### config.mk
export PLATFORM = sky130hd
export DESIGN_NAME = acq_controller_flat
export DESIGN_NICKNAME = d
export VERILOG_FILES = /design/src/rtl/acq_pkg.sv /design/src/rtl/acq_if.sv /design/src/rtl/sync_2ff.sv /design/src/rtl/acq_controller.sv /design/src/flat_wrapper.sv
export SDC_FILE = /design/constraint.sdc
export NUM_CORES = 1
export LEC_CHECK = 0
export BUFFER_PORTS_ARGS = -buffer_cell sky130_fd_sc_hd__buf_2
export CAP_MARGIN = 20
export CORE_ASPECT_RATIO = 1.25
export CORE_MARGIN = 3
export CORE_UTILIZATION = 52
export CTS_CLUSTER_SIZE = 40
export DETAILED_ROUTE_END_ITERATION = 8
export PLACE_DENSITY_LB_ADDON = 0.12
export SLEW_MARGIN = 10
export SYNTH_ARGS = -nofsm -noshare
export SYNTH_HDL_FRONTEND = slang
export SYNTH_HIERARCHICAL = 1
export SYNTH_SLANG_ARGS = --single-unit
### constraint.sdc
create_clock -name clk_50mhz -period 2.6 [get_ports clk_50mhz]
set_clock_uncertainty 0.05 [all_clocks]
set_input_delay 0.52 -clock clk_50mhz [delete_from_list [all_inputs] [get_ports clk_50mhz]]
set_output_delay 0.52 -clock clk_50mhz [all_outputs]
set_load 0.02 [all_outputs]
### src/rtl/acq_pkg.sv
// Shared definitions for the acquisition controller: mode encoding,
// controller state names and the default sample-buffer depth.
package acq_pkg;

  localparam int SAMPLE_DEPTH_DEF = 8;

  localparam logic [1:0] MODE_STOP   = 2'd0;
  localparam logic [1:0] MODE_SINGLE = 2'd1;
  localparam logic [1:0] MODE_NORMAL = 2'd2;
  localparam logic [1:0] MODE_AUTO   = 2'd3;

  typedef enum logic [2:0] {
    IDLE,
    ARM,
    RELEASE,
    FETCH,
    WAIT,
    SEND,
    DONE
  } state_t;

endpackage

### src/rtl/acq_if.sv
// Byte stream from the acquisition controller to the host transmitter.
interface acq_if;

  logic [7:0] out_data;
  logic       out_valid;
  logic       out_ready;
  logic       out_last;

  modport master (output out_data, output out_valid, output out_last, input out_ready);
  modport slave  (input out_data, input out_valid, input out_last, output out_ready);

endinterface

### src/rtl/sync_2ff.sv
// Two-flop synchronizer for signals arriving from a slower clock domain.
module sync_2ff #(
  parameter int W = 1
) (
  input  logic         clk,
  input  logic         rst,
  input  logic [W-1:0] i_d,
  output logic [W-1:0] o_q
);

  logic [W-1:0] r_meta;
  logic [W-1:0] r_sync;

  // Shift the asynchronous input through two flops before anyone uses it.
  always_ff @(posedge clk or posedge rst) begin
    if (rst) begin
      r_meta <= '0;
      r_sync <= '0;
    end else begin
      r_meta <= i_d;
      r_sync <= r_meta;
    end
  end

  assign o_q = r_sync;

endmodule

### src/rtl/acq_controller.sv
// Frame sequencer: arms the sampler, waits for its capture, then reads the
// circular sample buffer back oldest-first and streams it to the host.
module acq_controller
  import acq_pkg::*;
#(
  parameter int SAMPLE_DEPTH = SAMPLE_DEPTH_DEF,
  parameter int AUTO_TIMEOUT = 50000000,
  parameter int TIMEOUT_W    = 26
) (
  input  logic                    clk_50mhz,
  input  logic                    reset,
  input  logic [1:0]              mode,
  input  logic                    arm,
  input  logic                    stop,
  output logic                    busy,
  output logic                    forced,
  output logic [15:0]             frame_count,
  output logic                    sampler_activate,
  input  logic                    sampler_done,
  input  logic [SAMPLE_DEPTH-1:0] sampler_offset,
  output logic                    sampler_force_trig,
  output logic                    mem_sel,
  output logic [SAMPLE_DEPTH-1:0] rd_addr,
  output logic                    rd_en,
  input  logic [7:0]              rd_data,
  acq_if.master                   host
);

  localparam logic [SAMPLE_DEPTH-1:0] L_HALF = SAMPLE_DEPTH'(1) << (SAMPLE_DEPTH - 1);
  localparam logic [TIMEOUT_W-1:0]    L_TMAX = TIMEOUT_W'(AUTO_TIMEOUT - 1);

  state_t                  r_state;
  state_t                  w_next;
  logic [SAMPLE_DEPTH-1:0] r_offset;
  logic [SAMPLE_DEPTH-1:0] r_idx;
  logic [TIMEOUT_W-1:0]    r_timer;
  logic                    r_forceTrig;
  logic                    r_forced;
  logic                    r_abort;
  logic                    r_stopPending;
  logic                    r_halted;
  logic                    r_armReq;
  logic [1:0]              r_mode;
  logic [7:0]              r_outData;
  logic [15:0]             r_frameCount;
  logic                    w_doneS;
  logic                    w_last;
  logic                    w_contMode;
  logic                    w_startReq;
  logic                    w_doneStop;
  logic [SAMPLE_DEPTH-1:0] w_addr;

  sync_2ff #(.W(1)) u_doneSync (
    .clk (clk_50mhz),
    .rst (reset),
    .i_d (sampler_done),
    .o_q (w_doneS)
  );

  // The trigger sample sits half a buffer after the oldest one, so the
  // readout starts at offset + half and wraps around the buffer.
  assign w_addr     = r_offset + L_HALF + r_idx;
  assign w_last     = (r_idx == '1);
  assign w_contMode = (mode == MODE_NORMAL) || (mode == MODE_AUTO);
  // r_halted keeps a stopped NORMAL/AUTO run from re-arming by itself until
  // the mode is moved to STOP or SINGLE.
  assign w_startReq = !stop && (r_armReq || ((mode == MODE_SINGLE) && arm) || (w_contMode && !r_halted));
  assign w_doneStop = (mode == MODE_STOP) || (mode == MODE_SINGLE) || r_stopPending || stop;

  // Next-state selection and decoding of the state-driven outputs.
  always_comb begin
    w_next           = r_state;
    busy             = (r_state != IDLE);
    sampler_activate = 1'b0;
    mem_sel          = 1'b0;
    rd_en            = 1'b0;
    rd_addr          = '0;
    host.out_valid   = 1'b0;
    host.out_last    = 1'b0;
    case (r_state)
      IDLE:    if (w_startReq && !w_doneS) w_next = ARM;
      ARM: begin
        sampler_activate = 1'b1;
        if (w_doneS) w_next = RELEASE;
      end
      RELEASE: if (!w_doneS) w_next = r_abort ? IDLE : FETCH;
      FETCH: begin
        mem_sel = 1'b1;
        rd_en   = 1'b1;
        rd_addr = w_addr;
        w_next  = WAIT;
      end
      WAIT: begin
        mem_sel = 1'b1;
        w_next  = SEND;
      end
      SEND: begin
        mem_sel        = 1'b1;
        host.out_valid = 1'b1;
        host.out_last  = w_last;
        if (host.out_ready) w_next = w_last ? DONE : FETCH;
      end
      DONE:    w_next = w_doneStop ? IDLE : ARM;
      default: w_next = IDLE;
    endcase
  end

  assign host.out_data      = r_outData;
  assign sampler_force_trig = r_forceTrig;
  assign forced             = r_forced;
  assign frame_count        = r_frameCount;

  // State register plus the per-state bookkeeping: timeout, force/abort
  // flags, offset latch, readout index, output byte and frame counter.
  always_ff @(posedge clk_50mhz or posedge reset) begin
    if (reset) begin
      r_state       <= IDLE;
      r_offset      <= '0;
      r_idx         <= '0;
      r_timer       <= '0;
      r_forceTrig   <= 1'b0;
      r_forced      <= 1'b0;
      r_abort       <= 1'b0;
      r_stopPending <= 1'b0;
      r_halted      <= 1'b0;
      r_armReq      <= 1'b0;
      r_mode        <= MODE_STOP;
      r_outData     <= '0;
      r_frameCount  <= '0;
    end else begin
      r_state <= w_next;
      case (r_state)
        IDLE: begin
          if ((mode == MODE_STOP) || (mode == MODE_SINGLE)) r_halted <= 1'b0;
          if (stop) begin
            r_armReq <= 1'b0;
            r_halted <= 1'b1;
          end else if ((mode == MODE_SINGLE) && arm) begin
            r_armReq <= 1'b1;
          end
          if (w_next == ARM) begin
            r_armReq <= 1'b0;
            r_mode   <= mode;
            r_forced <= 1'b0;
            r_timer  <= '0;
          end
        end
        ARM: begin
          if (r_timer != L_TMAX) r_timer <= r_timer + TIMEOUT_W'(1);
          if ((r_mode == MODE_AUTO) && (r_timer == L_TMAX)) begin
            r_forceTrig <= 1'b1;
            r_forced    <= 1'b1;
          end
          // The sampler cannot abandon a pre-trigger capture, so a stop
          // forces a trigger and the captured frame is dropped afterwards.
          if (stop || (mode == MODE_STOP)) begin
            r_forceTrig <= 1'b1;
            r_forced    <= 1'b1;
            r_abort     <= 1'b1;
          end
          if (w_doneS) begin
            r_offset    <= sampler_offset;
            r_forceTrig <= 1'b0;
          end
        end
        RELEASE: begin
          r_forceTrig <= 1'b0;
          if (stop) r_stopPending <= 1'b1;
          if (w_next == IDLE) begin
            r_abort       <= 1'b0;
            r_halted      <= 1'b1;
            r_stopPending <= 1'b0;
          end
          if (w_next == FETCH) r_idx <= '0;
        end
        FETCH: if (stop) r_stopPending <= 1'b1;
        WAIT: begin
          r_outData <= rd_data;
          if (stop) r_stopPending <= 1'b1;
        end
        SEND: begin
          if (stop) r_stopPending <= 1'b1;
          if (host.out_ready) begin
            r_idx <= r_idx + SAMPLE_DEPTH'(1);
            if (w_last) r_frameCount <= r_frameCount + 16'd1;
          end
        end
        DONE: begin
          if (w_next == IDLE) begin
            r_stopPending <= 1'b0;
            if (r_stopPending || stop) r_halted <= 1'b1;
          end else begin
            r_mode   <= mode;
            r_forced <= 1'b0;
            r_timer  <= '0;
          end
        end
        default: ;
      endcase
    end
  end

endmodule

### src/flat_wrapper.sv
// flat-port wrapper written by rule: the top's interface ports become plain ports
module acq_controller_flat import acq_pkg::*;
#(
  parameter int SAMPLE_DEPTH = SAMPLE_DEPTH_DEF,
  parameter int AUTO_TIMEOUT = 50000000,
  parameter int TIMEOUT_W    = 26
)
  (clk_50mhz, reset, mode, arm, stop, busy, forced, frame_count, sampler_activate, sampler_done, sampler_offset, sampler_force_trig, mem_sel, rd_addr, rd_en, rd_data, host_out_data, host_out_valid, host_out_last, host_out_ready);
  acq_if host_i ();
  input  logic clk_50mhz;
  input  logic reset;
  input  logic [1:0] mode;
  input  logic arm;
  input  logic stop;
  output logic busy;
  output logic forced;
  output logic [15:0] frame_count;
  output logic sampler_activate;
  input  logic sampler_done;
  input  logic [SAMPLE_DEPTH-1:0] sampler_offset;
  output logic sampler_force_trig;
  output logic mem_sel;
  output logic [SAMPLE_DEPTH-1:0] rd_addr;
  output logic rd_en;
  input  logic [7:0] rd_data;
  output wire logic [$bits(host_i.out_data)-1:0] host_out_data;
  output wire logic [$bits(host_i.out_valid)-1:0] host_out_valid;
  output wire logic [$bits(host_i.out_last)-1:0] host_out_last;
  input wire logic [$bits(host_i.out_ready)-1:0] host_out_ready;
  assign host_out_data = host_i.out_data;
  assign host_out_valid = host_i.out_valid;
  assign host_out_last = host_i.out_last;
  assign host_i.out_ready = host_out_ready;
  acq_controller #(.SAMPLE_DEPTH(SAMPLE_DEPTH), .AUTO_TIMEOUT(AUTO_TIMEOUT), .TIMEOUT_W(TIMEOUT_W)) u_core (.clk_50mhz(clk_50mhz), .reset(reset), .mode(mode), .arm(arm), .stop(stop), .busy(busy), .forced(forced), .frame_count(frame_count), .sampler_activate(sampler_activate), .sampler_done(sampler_done), .sampler_offset(sampler_offset), .sampler_force_trig(sampler_force_trig), .mem_sel(mem_sel), .rd_addr(rd_addr), .rd_en(rd_en), .rd_data(rd_data), .host(host_i));
endmodule
==> impl_metrics.yaml <==
run_status:
  status: "complete, but fails checks"
  violations: "negative setup slack"
timing:
  setup_violations: 5
  period_minus_slack_ps: 2952
  worst_slew_pin_slew_ps: 574.7
  timing.fmax_mhz: 338.8
  fin_ws_ps: -351.6
  rsz0062_at_grt: "yes"
  holdWs_ps: 224.4
  slew_headroom: 0.6139
  final_hold_viol_count: 0
  maxSlewViolCount: 0
  fin_crit_sh: 1.135
critical_path:
  path_class: "reg2out"
  cp_max_fo: 3
  crit_chain: "ha_1 > ha_2 > inv_2 > fa_2 > nor2b_4 > o21ai_4 > a21oi_2 > o21a_1 > o21a_1 > buf_6"
  critPathMostFrequentCell: "o21a_1"
  cp_slowest_cell: "dfrtp_1"
  crit_arrival_ps: 2380
  cp_top_family: "adder cells"
  crit_required_ps: 2030
  slowest_delay_ps: 390
  cp-end-kind: "output port"
  critPathBufInv: 2
  crit_path_start_kind: "flop"
drt:
  dr.pass1.iters: 4
  vias_per_cell: 5.883
  num_vias: 3771
  wl_um: 10110
  drc_errors: 0
  wl_per_cell_um: 15.77
  ant_nets: 0
  first_iter_violations: 219
clocking:
  cts_sinks: 79
  tritoncts: "done"
  cts_buffers: 9
  clk_pin_slew_ps: 80
  cts-root-buf: "clkbuf_8"
  clockBufferDepth: 2
  worstSkewPairLatency_ps: 350
  htree_levels: 3
yosys:
  synth.largest_area_cell: "dfrtp_1"
  async_reset_ff_frac: 1.000
  synthCells: 446
  ys_seq_area_frac: 0.4495
  avgSynthCellArea_sq_um: 9.861
  synth_top_area_share: 0.4495
  synth_edf_count: 0
  synth_area_sq_um: 4398
  synth_most_common_cell: "dfrtp_1"
  ys_types: 58
  synthFlopType: "dfrtp_1"
  yosysWarnings: 6
  synth_commonest_cells: "dfrtp_1 (79), nand2_1 (36), nor2_1 (25), o21ai_0 (25)"
  ys_ff_latch: 79
  syn_nets: 487
  ys_top_cells_by_area: "dfrtp_1 (45%), mux2_2 (4.9%), ha_1 (4.6%), xnor2_1 (4.0%), nand2_1 (3.1%)"
placed_design:
  gp_congestion: 0.8816
  io_buffers: 63
  post-place-ws_ps: -137.2
  dp_cells: 620
  hpwlAfterDp_um: 7299
  place_area_sq_um: 5014
global_routing:
  grt_usage: 0.2176
  antenna_found_initial: 0
  grt_pass1_vias: 3647
  grt_pass1_wl_um: 16560
  grt_start_max_net_pins: 61
  grt.overflow.total: 0
floorplan:
  die_area_sq_um: 9604
  fp.dieW_um: 88.26
  pin_count: 64
  std_cell_rows: 36
  core_sq_um: 8018
  initial_core_util: 0.5485
  fp.dieH_um: 108.8
power:
  finalPower_mw: 4.179
  ir_worst_vdd_mv: 0.5786
  p_sw_mw: 1.569
  power.internal_mw: 2.611
  p_clk_frac: 0.195
  swShare: 0.3753
  p_per_area_nw_per_um2: 782.8
  p_leak_nw: 2.587
  p_seq_frac: 0.406
  combinationalPowerShare: 0.400
cells_and_area:
  final_cells: 641
  diodes: 0
  syn2layout_area_growth_pct: 21.39
  fill_cells: 644
  drive_above_1_share: 0.2930
  final_area_sq_um: 5339
  final_nets: 582
hold_path:
  hold_class: "in2reg"
job:
  cap_viol_max_count: 0
==> logic make-up (layout without fill, tap and decap cells) <==
| kind of cell | Yosys count | after routing | share of synthesized area |
|---|---|---|---|
| AND/OR/NAND/NOR | 168 | 168 | 0.2057 |
| AO/OA/AOI/OAI | 97 | 97 | 0.1457 |
| flip-flops | 79 | 79 | 0.4495 |
| buffers and inverters | 34 | 134 | 0.03442 |
| multiplexers | 27 | 27 | 0.06686 |
| XOR/XNOR | 24 | 24 | 0.04779 |
| adder cells (fa/ha/maj) | 17 | 17 | 0.05007 |
==> layer usage <==
layer | wire, um | vias to the layer above | GRT usage
li1 | - | 1827 | -
met1 | 4021 | 1836 | 0.2599
met2 | 5467 | 90 | 0.3893
met3 | 413 | 18 | 0.03175
met4 | 206 | 0 | 0.08423
met5 | 0 | - | 0
==> registers in the layout, indices dropped and copies added, names as in the netlist <==
register and flops:
u_core/u_doneSync/o_q 1, u_core/r_idx 8, u_core/frame_count 16, u_core/r_timer 26, u_core/r_offset 8, u_core/r_armReq 1, u_core/r_abort 1, u_core/sampler_force_trig 1
u_core/r_state 3, u_core/r_mode 2, u_core/host.out_data 8, u_core/forced 1, u_core/r_halted 1, u_core/r_stopPending 1, u_core/u_doneSync/r_meta 1
==> cell usage in the layout, fill, tap and decap left out, types with 3 or more instances in the layout <==
master / count
a22o_1: 6
and3_1: 9
a21oi_2: 3
and4_1: 4
nand4_1: 16
nand3_1: 20
mux2i_1: 8
nor2b_1: 3
nand4b_1: 3
xnor2_1: 19
xor2_1: 4
nand2b_1: 7
o31ai_1: 3
clkbuf_8: 10
buf_6: 3
nor3b_1: 5
nand2_1: 35
mux2_2: 19
or3_1: 3
nor3_1: 9
a31oi_1: 8
buf_2: 57
a21o_1: 9
inv_1: 16
ha_1: 13
nor2_1: 25
clkinv_2: 4
and2_1: 6
nor4_1: 7
o21a_1: 6
a21oi_1: 17
dfrtp_1: 78
o21ai_0: 23
buf_4: 37
==> final timing paths <==
path                                                    startpoint                                     to  slack, ps  cells after the start
worst min-delay path                                  sampler_done     u_core/u_doneSync/r_meta$_DFF_PP0_        220                      1
min in group asynchronous                                    reset     u_core/u_doneSync/r_meta$_DFF_PP0_        530                      3
max in group asynchronous                                    reset            u_core/r_state[0]$_DFF_PP0_       1180                      4
worst max register to register       u_core/r_timer[0]$_DFFE_PP0P_  u_core/sampler_force_trig$_DFFE_PP0P_        220                      6
worst min register to register  u_core/u_doneSync/r_meta$_DFF_PP0_        u_core/u_doneSync/o_q$_DFF_PP0_        310                      0
worst max-delay path                   u_core/r_idx[1]$_DFFE_PP0P_                             rd_addr[7]       -350                     10
==> through the flow <==
step                utilization  setup TNS (ps)
CTS                      0.6607          -769.8
finish                   0.6659          -912.6
global placement         0.6253          -102.1
floorplan                     -               0
detailed placement       0.6253          -147.1
global route             0.6659           -1510
==> layout make-up <==
cell class	count	area, sq um	area share
multi-input combinational	333	2354	0.4408
clock buffer	10	137.6	0.02578
sequential	79	1978	0.3705
timing repair buffer	100	646.9	0.1212
inverter	18	67.56	0.01266
clock inverter	6	36.28	0.006796
tap	95	118.9	0.02226
==> what timing repair did <==
action | in CTS | in global routing
endpoints found under the hold margin | 2 | 0
setup buffers | 2 | 2
hold buffers | 1 | 0
pin swaps | 7 | 6
resized for setup | 23 | 7
setup endpoints to repair | 6 | 7
==> power groups by stage <==
stage | clock network (mW) | registers, mW | logic (mW)
after floorplan | 0 | 1.75 | 0.999
after global placement | 0 | 1.70 | 1.55
after detailed placement | 0 | 1.71 | 1.59
after CTS | 0.837 | 1.69 | 1.65
after global routing | 0.882 | 1.72 | 1.84
final | 0.814 | 1.69 | 1.67
Note: power is estimated with default switching activity, not from simulation.
